<file path="src/rtl/dcache_pkg.sv">
// dcache_pkg: shared types and geometry for the write-back data cache.
package dcache_pkg;

    localparam int ADDR_W   = 8;
    localparam int INDEX_W  = 3;
    localparam int OFFSET_W = 2;
    localparam int TAG_W    = ADDR_W - INDEX_W - OFFSET_W;
    localparam int BLOCK_W  = 32;
    localparam int BLK_A_W  = ADDR_W - OFFSET_W;
    localparam int NBLK     = 1 << INDEX_W;

    typedef enum logic [1:0] {
        IDLE,
        WRITEBACK,
        FETCH,
        UPDATE
    } state_t;

    typedef struct packed {
        logic               valid;
        logic               dirty;
        logic [TAG_W-1:0]   tag;
        logic [BLOCK_W-1:0] data;
    } line_t;

    function automatic logic [7:0] get_byte(
        input logic [BLOCK_W-1:0]  blk,
        input logic [OFFSET_W-1:0] off
    );
        return blk[{off, 3'b000} +: 8];
    endfunction

endpackage

</file>
<file path="src/rtl/dcache_array.sv">
// dcache_array: valid/dirty/tag/data storage, combinational read by index,
// synchronous byte or whole-block write, RESET clears valid and dirty only.
module dcache_array
    import dcache_pkg::*;
(
    input  logic                CLK,
    input  logic                RESET,
    input  logic [INDEX_W-1:0]  rd_idx,
    output line_t               rd_line,
    input  logic [INDEX_W-1:0]  wr_idx,
    input  logic                byte_we,
    input  logic [OFFSET_W-1:0] wr_off,
    input  logic [7:0]          wr_byte,
    input  logic                blk_we,
    input  logic [TAG_W-1:0]    wr_tag,
    input  logic [BLOCK_W-1:0]  wr_blk
);

    logic [NBLK-1:0]    valid;
    logic [NBLK-1:0]    dirty;
    logic [TAG_W-1:0]   tag  [NBLK];
    logic [BLOCK_W-1:0] data [NBLK];

    always_comb begin
        rd_line.valid = valid[rd_idx];
        rd_line.dirty = dirty[rd_idx];
        rd_line.tag   = tag[rd_idx];
        rd_line.data  = data[rd_idx];
    end

    always_ff @(posedge CLK) begin
        if (RESET) begin
            valid <= '0;
            dirty <= '0;
        end else if (blk_we) begin
            valid[wr_idx] <= 1'b1;
            dirty[wr_idx] <= 1'b0;
        end else if (byte_we) begin
            dirty[wr_idx] <= 1'b1;
        end
    end

    // Tag and data need no reset: they are ignored while valid is clear.
    always_ff @(posedge CLK) begin
        if (blk_we) begin
            tag[wr_idx]  <= wr_tag;
            data[wr_idx] <= wr_blk;
        end else if (byte_we) begin
            data[wr_idx][{wr_off, 3'b000} +: 8] <= wr_byte;
        end
    end

endmodule

</file>
<file path="src/rtl/dcache_wb.sv">
// dcache_wb: direct-mapped write-back/write-allocate data cache with miss FSM.
// Optional hit/miss counters are built when DCACHE_STATS_EN is defined.
module dcache_wb
    import dcache_pkg::*;
(
    input  logic               CLK,
    input  logic               RESET,
    input  logic               READ,
    input  logic               WRITE,
    input  logic [ADDR_W-1:0]  ADDRESS,
    input  logic [7:0]         WRITEDATA,
    output logic [7:0]         READDATA,
    output logic               BUSYWAIT,
    output logic               MEM_READ,
    output logic               MEM_WRITE,
    output logic [BLK_A_W-1:0] MEM_ADDRESS,
    output logic [BLOCK_W-1:0] MEM_WRITEDATA,
    input  logic [BLOCK_W-1:0] MEM_READDATA,
    input  logic               MEM_BUSYWAIT
`ifdef DCACHE_STATS_EN
    ,
    output logic [15:0]        HIT_COUNT,
    output logic [15:0]        MISS_COUNT
`endif
);

    state_t             state;
    state_t             state_nx;
    line_t              line;
    logic               req;
    logic               idle;
    logic               hit;
    logic               byte_we;
    logic               blk_we;
    logic [BLK_A_W-1:0] blk_addr;
    logic [BLK_A_W-1:0] miss_q;
    logic [BLOCK_W-1:0] fill_q;
    logic [INDEX_W-1:0] idx;

    assign req  = READ | WRITE;
    assign idle = (state == IDLE);

    // Outside IDLE the block address is frozen so a dropped request
    // cannot redirect a miss that is already in flight.
    assign blk_addr = idle ? ADDRESS[ADDR_W-1:OFFSET_W] : miss_q;
    assign idx      = blk_addr[INDEX_W-1:0];

    assign hit     = line.valid & (line.tag == ADDRESS[ADDR_W-1 -: TAG_W]);
    assign byte_we = WRITE & idle & hit;
    assign blk_we  = (state == UPDATE);

    assign BUSYWAIT = req & ~(idle & hit);
    assign READDATA = READ ? get_byte(line.data, ADDRESS[OFFSET_W-1:0])
                           : 8'h00;

    dcache_array u_array (
        .CLK     (CLK),
        .RESET   (RESET),
        .rd_idx  (idx),
        .rd_line (line),
        .wr_idx  (idx),
        .byte_we (byte_we),
        .wr_off  (ADDRESS[OFFSET_W-1:0]),
        .wr_byte (WRITEDATA),
        .blk_we  (blk_we),
        .wr_tag  (blk_addr[BLK_A_W-1 -: TAG_W]),
        .wr_blk  (fill_q)
    );

    always_comb begin
        state_nx      = state;
        MEM_READ      = 1'b0;
        MEM_WRITE     = 1'b0;
        MEM_ADDRESS   = blk_addr;
        MEM_WRITEDATA = line.data;
        unique case (state)
            IDLE: begin
                if (req && !hit) begin
                    state_nx = (line.valid && line.dirty) ? WRITEBACK
                                                          : FETCH;
                end
            end
            WRITEBACK: begin
                MEM_WRITE   = 1'b1;
                MEM_ADDRESS = {line.tag, idx};
                if (!MEM_BUSYWAIT) begin
                    state_nx = FETCH;
                end
            end
            FETCH: begin
                MEM_READ    = 1'b1;
                MEM_ADDRESS = miss_q;
                if (!MEM_BUSYWAIT) begin
                    state_nx = UPDATE;
                end
            end
            UPDATE: begin
                state_nx = IDLE;
            end
            default: begin
                state_nx = IDLE;
            end
        endcase
    end

    always_ff @(posedge CLK) begin
        if (RESET) begin
            state <= IDLE;
        end else begin
            state <= state_nx;
        end
    end

    always_ff @(posedge CLK) begin
        if (idle) begin
            miss_q <= ADDRESS[ADDR_W-1:OFFSET_W];
        end
        if (state == FETCH && !MEM_BUSYWAIT) begin
            fill_q <= MEM_READDATA;
        end
    end

`ifdef DCACHE_STATS_EN
    // The hit that retires a request right after its fill is not a new
    // request, so it is excluded from the hit count.
    logic post_fill;

    always_ff @(posedge CLK) begin
        if (RESET) begin
            post_fill  <= 1'b0;
            HIT_COUNT  <= '0;
            MISS_COUNT <= '0;
        end else begin
            post_fill <= (state == UPDATE);
            if (idle && req && hit && !post_fill
                && HIT_COUNT != 16'hFFFF) begin
                HIT_COUNT <= HIT_COUNT + 16'd1;
            end
            if (idle && state_nx != IDLE
                && MISS_COUNT != 16'hFFFF) begin
                MISS_COUNT <= MISS_COUNT + 16'd1;
            end
        end
    end
`endif

endmodule

</file>
<file path="config.mk">
export PLATFORM = sky130hd
export DESIGN_NAME = dcache_wb
export DESIGN_NICKNAME = d
export VERILOG_FILES = /design/src/rtl/dcache_pkg.sv /design/src/rtl/dcache_array.sv /design/src/rtl/dcache_wb.sv
export SDC_FILE = /design/constraint.sdc
export NUM_CORES = 1
export LEC_CHECK = 0
export ABC_AREA = 1
export BUFFER_PORTS_ARGS = -buffer_cell sky130_fd_sc_hd__buf_4
export CAP_MARGIN = 10
export CORE_MARGIN = 4
export CORE_UTILIZATION = 40
export DETAILED_ROUTE_END_ITERATION = 8
export PLACE_DENSITY_LB_ADDON = 0.1
export SLEW_MARGIN = 10
export SYNTH_ARGS = -nofsm -noshare
export SYNTH_HDL_FRONTEND = slang
export SYNTH_HIERARCHICAL = 1
export SYNTH_SLANG_ARGS = --single-unit
export TNS_END_PERCENT = 1
</file>
<file path="constraint.sdc">
create_clock -name CLK -period 4.32 [get_ports CLK]
set_clock_uncertainty 0.05 [all_clocks]
set_input_delay 0.432 -clock CLK [delete_from_list [all_inputs] [get_ports CLK]]
set_output_delay 0.432 -clock CLK [all_outputs]
set_load 0.05 [all_outputs]
</file>
==> results.txt <==
----------------------------------------------------
[Place]
  Pre-CTS WS ... approximately 0.42 ns
  Post-DP Area ... about 17000 sq um
  Final RePlAce weighted congestion ... 0.854
  Half-perimeter wire length after detailed placement ... 28.6 mm
  Number of port buffers ... between 100 and 150

[STA]
  Actual transition at the worst max-transition pin ... approximately 1.0 ns
  Pins over their slew limit ... 0
  Number of endpoints with negative hold slack in the final report ... 0
  Setup slack of the critical path after layout ... approximately 0.19 ns
  Achievable clock frequency ... ~240 MHz
  Fin crit period ... slightly above 4 ns
  Worst relative slew slack ... 32.2%
  Finish-stage setup viols ... 0
  RSZ-0062 raised after global routing ... no
  Period Utilization, post-route ... a little over nine tenths
  Final total negative setup slack ... 0 ns

[Yosys]
  Portion of synthesized cell area occupied by the leading cell type ... between 50 and 60%
  Number of synthesized flops with an enable pin ... 312
  Number of synthesis warnings ... 6
  Combined area of all synthesized cells ... 15700 sq um
  Largest area contributor in the synthesized netlist ... sky130_fd_sc_hd__edfxtp_1
  Main area contributors after synthesis ... sky130_fd_sc_hd__edfxtp_1 (60%), sky130_fd_sc_hd__nand2_1 (14%), sky130_fd_sc_hd__inv_1 (7.8%)
  Count of mapped cells out of synthesis ... 1708
  Count of different cell masters after synthesis ... 31
  Synth Flop Type ... sky130_fd_sc_hd__edfxtp_1
  Sequential element share of the synthesized area ... between 60% and 70%
  Async set-or-reset flop fraction in the synthesized netlist ... 0%
  Most common cell in the netlist ... sky130_fd_sc_hd__nand2_1
  Number of nets in the synthesized netlist ... about 1800
  Cell types with the highest counts after synthesis ... sky130_fd_sc_hd__nand2_1 (589), sky130_fd_sc_hd__inv_1 (326), sky130_fd_sc_hd__edfxtp_1 (312), sky130_fd_sc_hd__nand3_1 (178), sky130_fd_sc_hd__nor2_1 (94)
  Average instance area after synthesis ... 9.22 sq um
  Number of register bits inferred by synthesis ... around 340

[Global routing]
  Overall track demand over capacity in global routing ... 20.1%
  Initial antenna violation count ... 1
  Largest net degree at the start of global routing ... 113
  Vias in the first global route ... around 11000
  Wire length of the first global-routing pass ... ~65 mm
  Gr ovfl total ... 0

[Setup path]
  Maximum fanout encountered on the critical timing path ... between 100 and 150
  Nature of the critical path startpoint ... flop
  Largest stage delay, worst path ... between 0.3 and 0.4 ns
  Most common cell on crit path ... sky130_fd_sc_hd__nand2_1
  Critical path class ... reg2out
  Worst path required time ... roughly 3.8 ns
  Critical path capture point type ... output port
  Data arrival time of the critical path ... roughly 3.7 ns
  Crit path max-delay cell type ... sky130_fd_sc_hd__dfxtp_1
  CP cell instances ... inv_1, ha_2, nand2_1, o21ai_4, inv_4, buf_12, nand2_1, nand3_1, nand2_1, nand2_1, nand2_1, nor2_1, nor2_1, o21ai_0, buf_4, a21oi_1, buf_4
  Total buffers and inverters traversed by the critical path ... 5
  Family with the most delay on the worst path ... buffers and inverters

[Clocking]
  Num Clock Sinks ... roughly 340
  Clock buffer count from CTS ... 38
  Maximum buffer depth of the clock tree ... 3
  H-tree depth ... 2
  CTS tree ... yes
  CTS Root Buffer Type ... sky130_fd_sc_hd__clkbuf_16
  Register clock-pin slew on the reported worst setup and hold paths ... ~0.06 ns
  Worst skew pair latency ... 0.53 ns

[Power]
  Power density over the cells ... 703 nW/um^2
  Peak supply drop ... ~0.44 mV
  Standby leakage power ... about 8.4 nW

[Drt]
  Vias per inst ... between 4 and 5
  Detailed Routing Iterations Pass 1 ... 5
  Vias after detailed routing ... ~11000
  Number of nets still failing antenna checks after routing ... 0
  DRC violation total after the first TritonRoute iteration ... about 900
  Drt drc ... 0
  Final wirelength ... 43.7 mm
  Mean routed wirelength per cell ... 18.3 microns

[Run]
  Total of max-cap violations ... 0

[Final layout]
  Area growth from synthesis to layout ... 17.2%
  Nets ... about 1900
  Post-route cell area ... about 18000 sq um
  ANT cells ... 0
  Fraction of final layout cells with drive strength greater than 1 ... ~13%
  FILL cells ... 3724

[Floorplanning]
  Die footprint ... around 43000 sq um
  Number of rows created at floorplan ... between 70 and 80
  IO Pins ... around 100
  Starting density of the core ... between 40% and 50%
  Die Y ... slightly above 200 microns
  Floorplan die width ... roughly 210 microns
  Core region area ... 38700 sq um

[Outcome]
  Status ... finished clean

[Hold path]
  Path category of the worst min-delay check ... in2reg

----------------------------------------------------
state kept, by name, summed over array words and instances, names as in the netlist, named ones only:
register and flops:
u_array/data 256, fill_q 32, u_array/tag 24, u_array/valid 8, miss_q 6, state 2
kinds of logic (layout without fill, tap and decap cells):
| group | after synthesis | count (layout) | synth area share, % |
|---|---|---|---|
| compound gates | 74 | 75 | 2.49 |
| flops | 336 | 336 | 62.6 |
| fa+ha+maj | 10 | 10 | 0.795 |
| buf+inv | 406 | 563 | 10.9 |
| simple gates | 882 | 882 | 23.3 |
where the power goes:
group | internal, mW | total [mW] | switching (mW)
Clock | 1.88 | 3.14 | 1.26
Combinational | 1.54 | 5.97 | 4.44
Sequential | 3.80 | 3.85 | 0.0432
area by class of cell:
class / count / area, sq um / area share [%]
Clock buffer: 59 / 1100 / 5.98
Sequential cell: 336 / 9850 / 53.4
Multi-Input combinational cell: 967 / 4230 / 22.9
Inverter: 336 / 1270 / 6.89
Timing Repair Buffer: 157 / 1240 / 6.72
Tap cell: 518 / 648 / 3.51
Clock inverter: 11 / 106 / 0.576
through the flow:
step	util, %	hold slack [ns]	instances	total power, mW
global placement	44.3	0.398	2309	9.77
finish	47.6	0.0268	2384	13.0
global route	47.6	0.00617	2384	13.7
CTS	47.4	0.00690	2379	13.0
detailed placement	44.3	0.401	2309	9.78
floorplan	-	0.385	1708	7.94
layer usage:
| layer | vias up | wire length (microns) | GRT usage (%) |
|---|---|---|---|
| met3 | 47 | 2760 | 2.84 |
| li1 | 5619 | - | - |
| met4 | 0 | 656 | 4.56 |
| met5 | - | 0 | 0 |
| met1 | 5422 | 19700 | 28.8 |
| met2 | 381 | 20600 | 32.7 |
final timing paths:
path / startpoint / to / slack (ns) / depth (start not counted)
worst max-delay path: state[1] / READDATA[5] / 0.19 / 17
worst min-delay path: MEM_READDATA[6] / fill_q[6] / 0.03 / 1
worst max register to register: state[1] / u_array/data[5][23] / 0.47 / 22
worst min register to register: u_array/valid[1] / u_array/valid[1] / 0.41 / 2
cells in the final DEF (no fill, tap or decap), types with 4 or more instances in the layout:
cell	instances
sky130_fd_sc_hd__nand2_1	589
sky130_fd_sc_hd__o21a_1	4
sky130_fd_sc_hd__clkbuf_16	42
sky130_fd_sc_hd__nor2_4	5
sky130_fd_sc_hd__o21ai_0	38
sky130_fd_sc_hd__nand4_1	5
sky130_fd_sc_hd__clkinv_2	6
sky130_fd_sc_hd__inv_2	7
sky130_fd_sc_hd__inv_1	325
sky130_fd_sc_hd__dfxtp_1	24
sky130_fd_sc_hd__nand3_1	178
sky130_fd_sc_hd__nor2_1	93
sky130_fd_sc_hd__nand2_2	4
sky130_fd_sc_hd__edfxtp_1	312
sky130_fd_sc_hd__buf_4	150
sky130_fd_sc_hd__ha_1	9
sky130_fd_sc_hd__clkbuf_1	17
sky130_fd_sc_hd__a21oi_1	24
repair_timing:
action,4_1_cts,5_1_grt
cloned,0,3
setup endpoints to repair,6,6
resized for setup,2,9
setup buffers,0,2
pin swaps,0,1
hold buffers,0,0
Note: power is estimated with default switching activity, not from simulation.
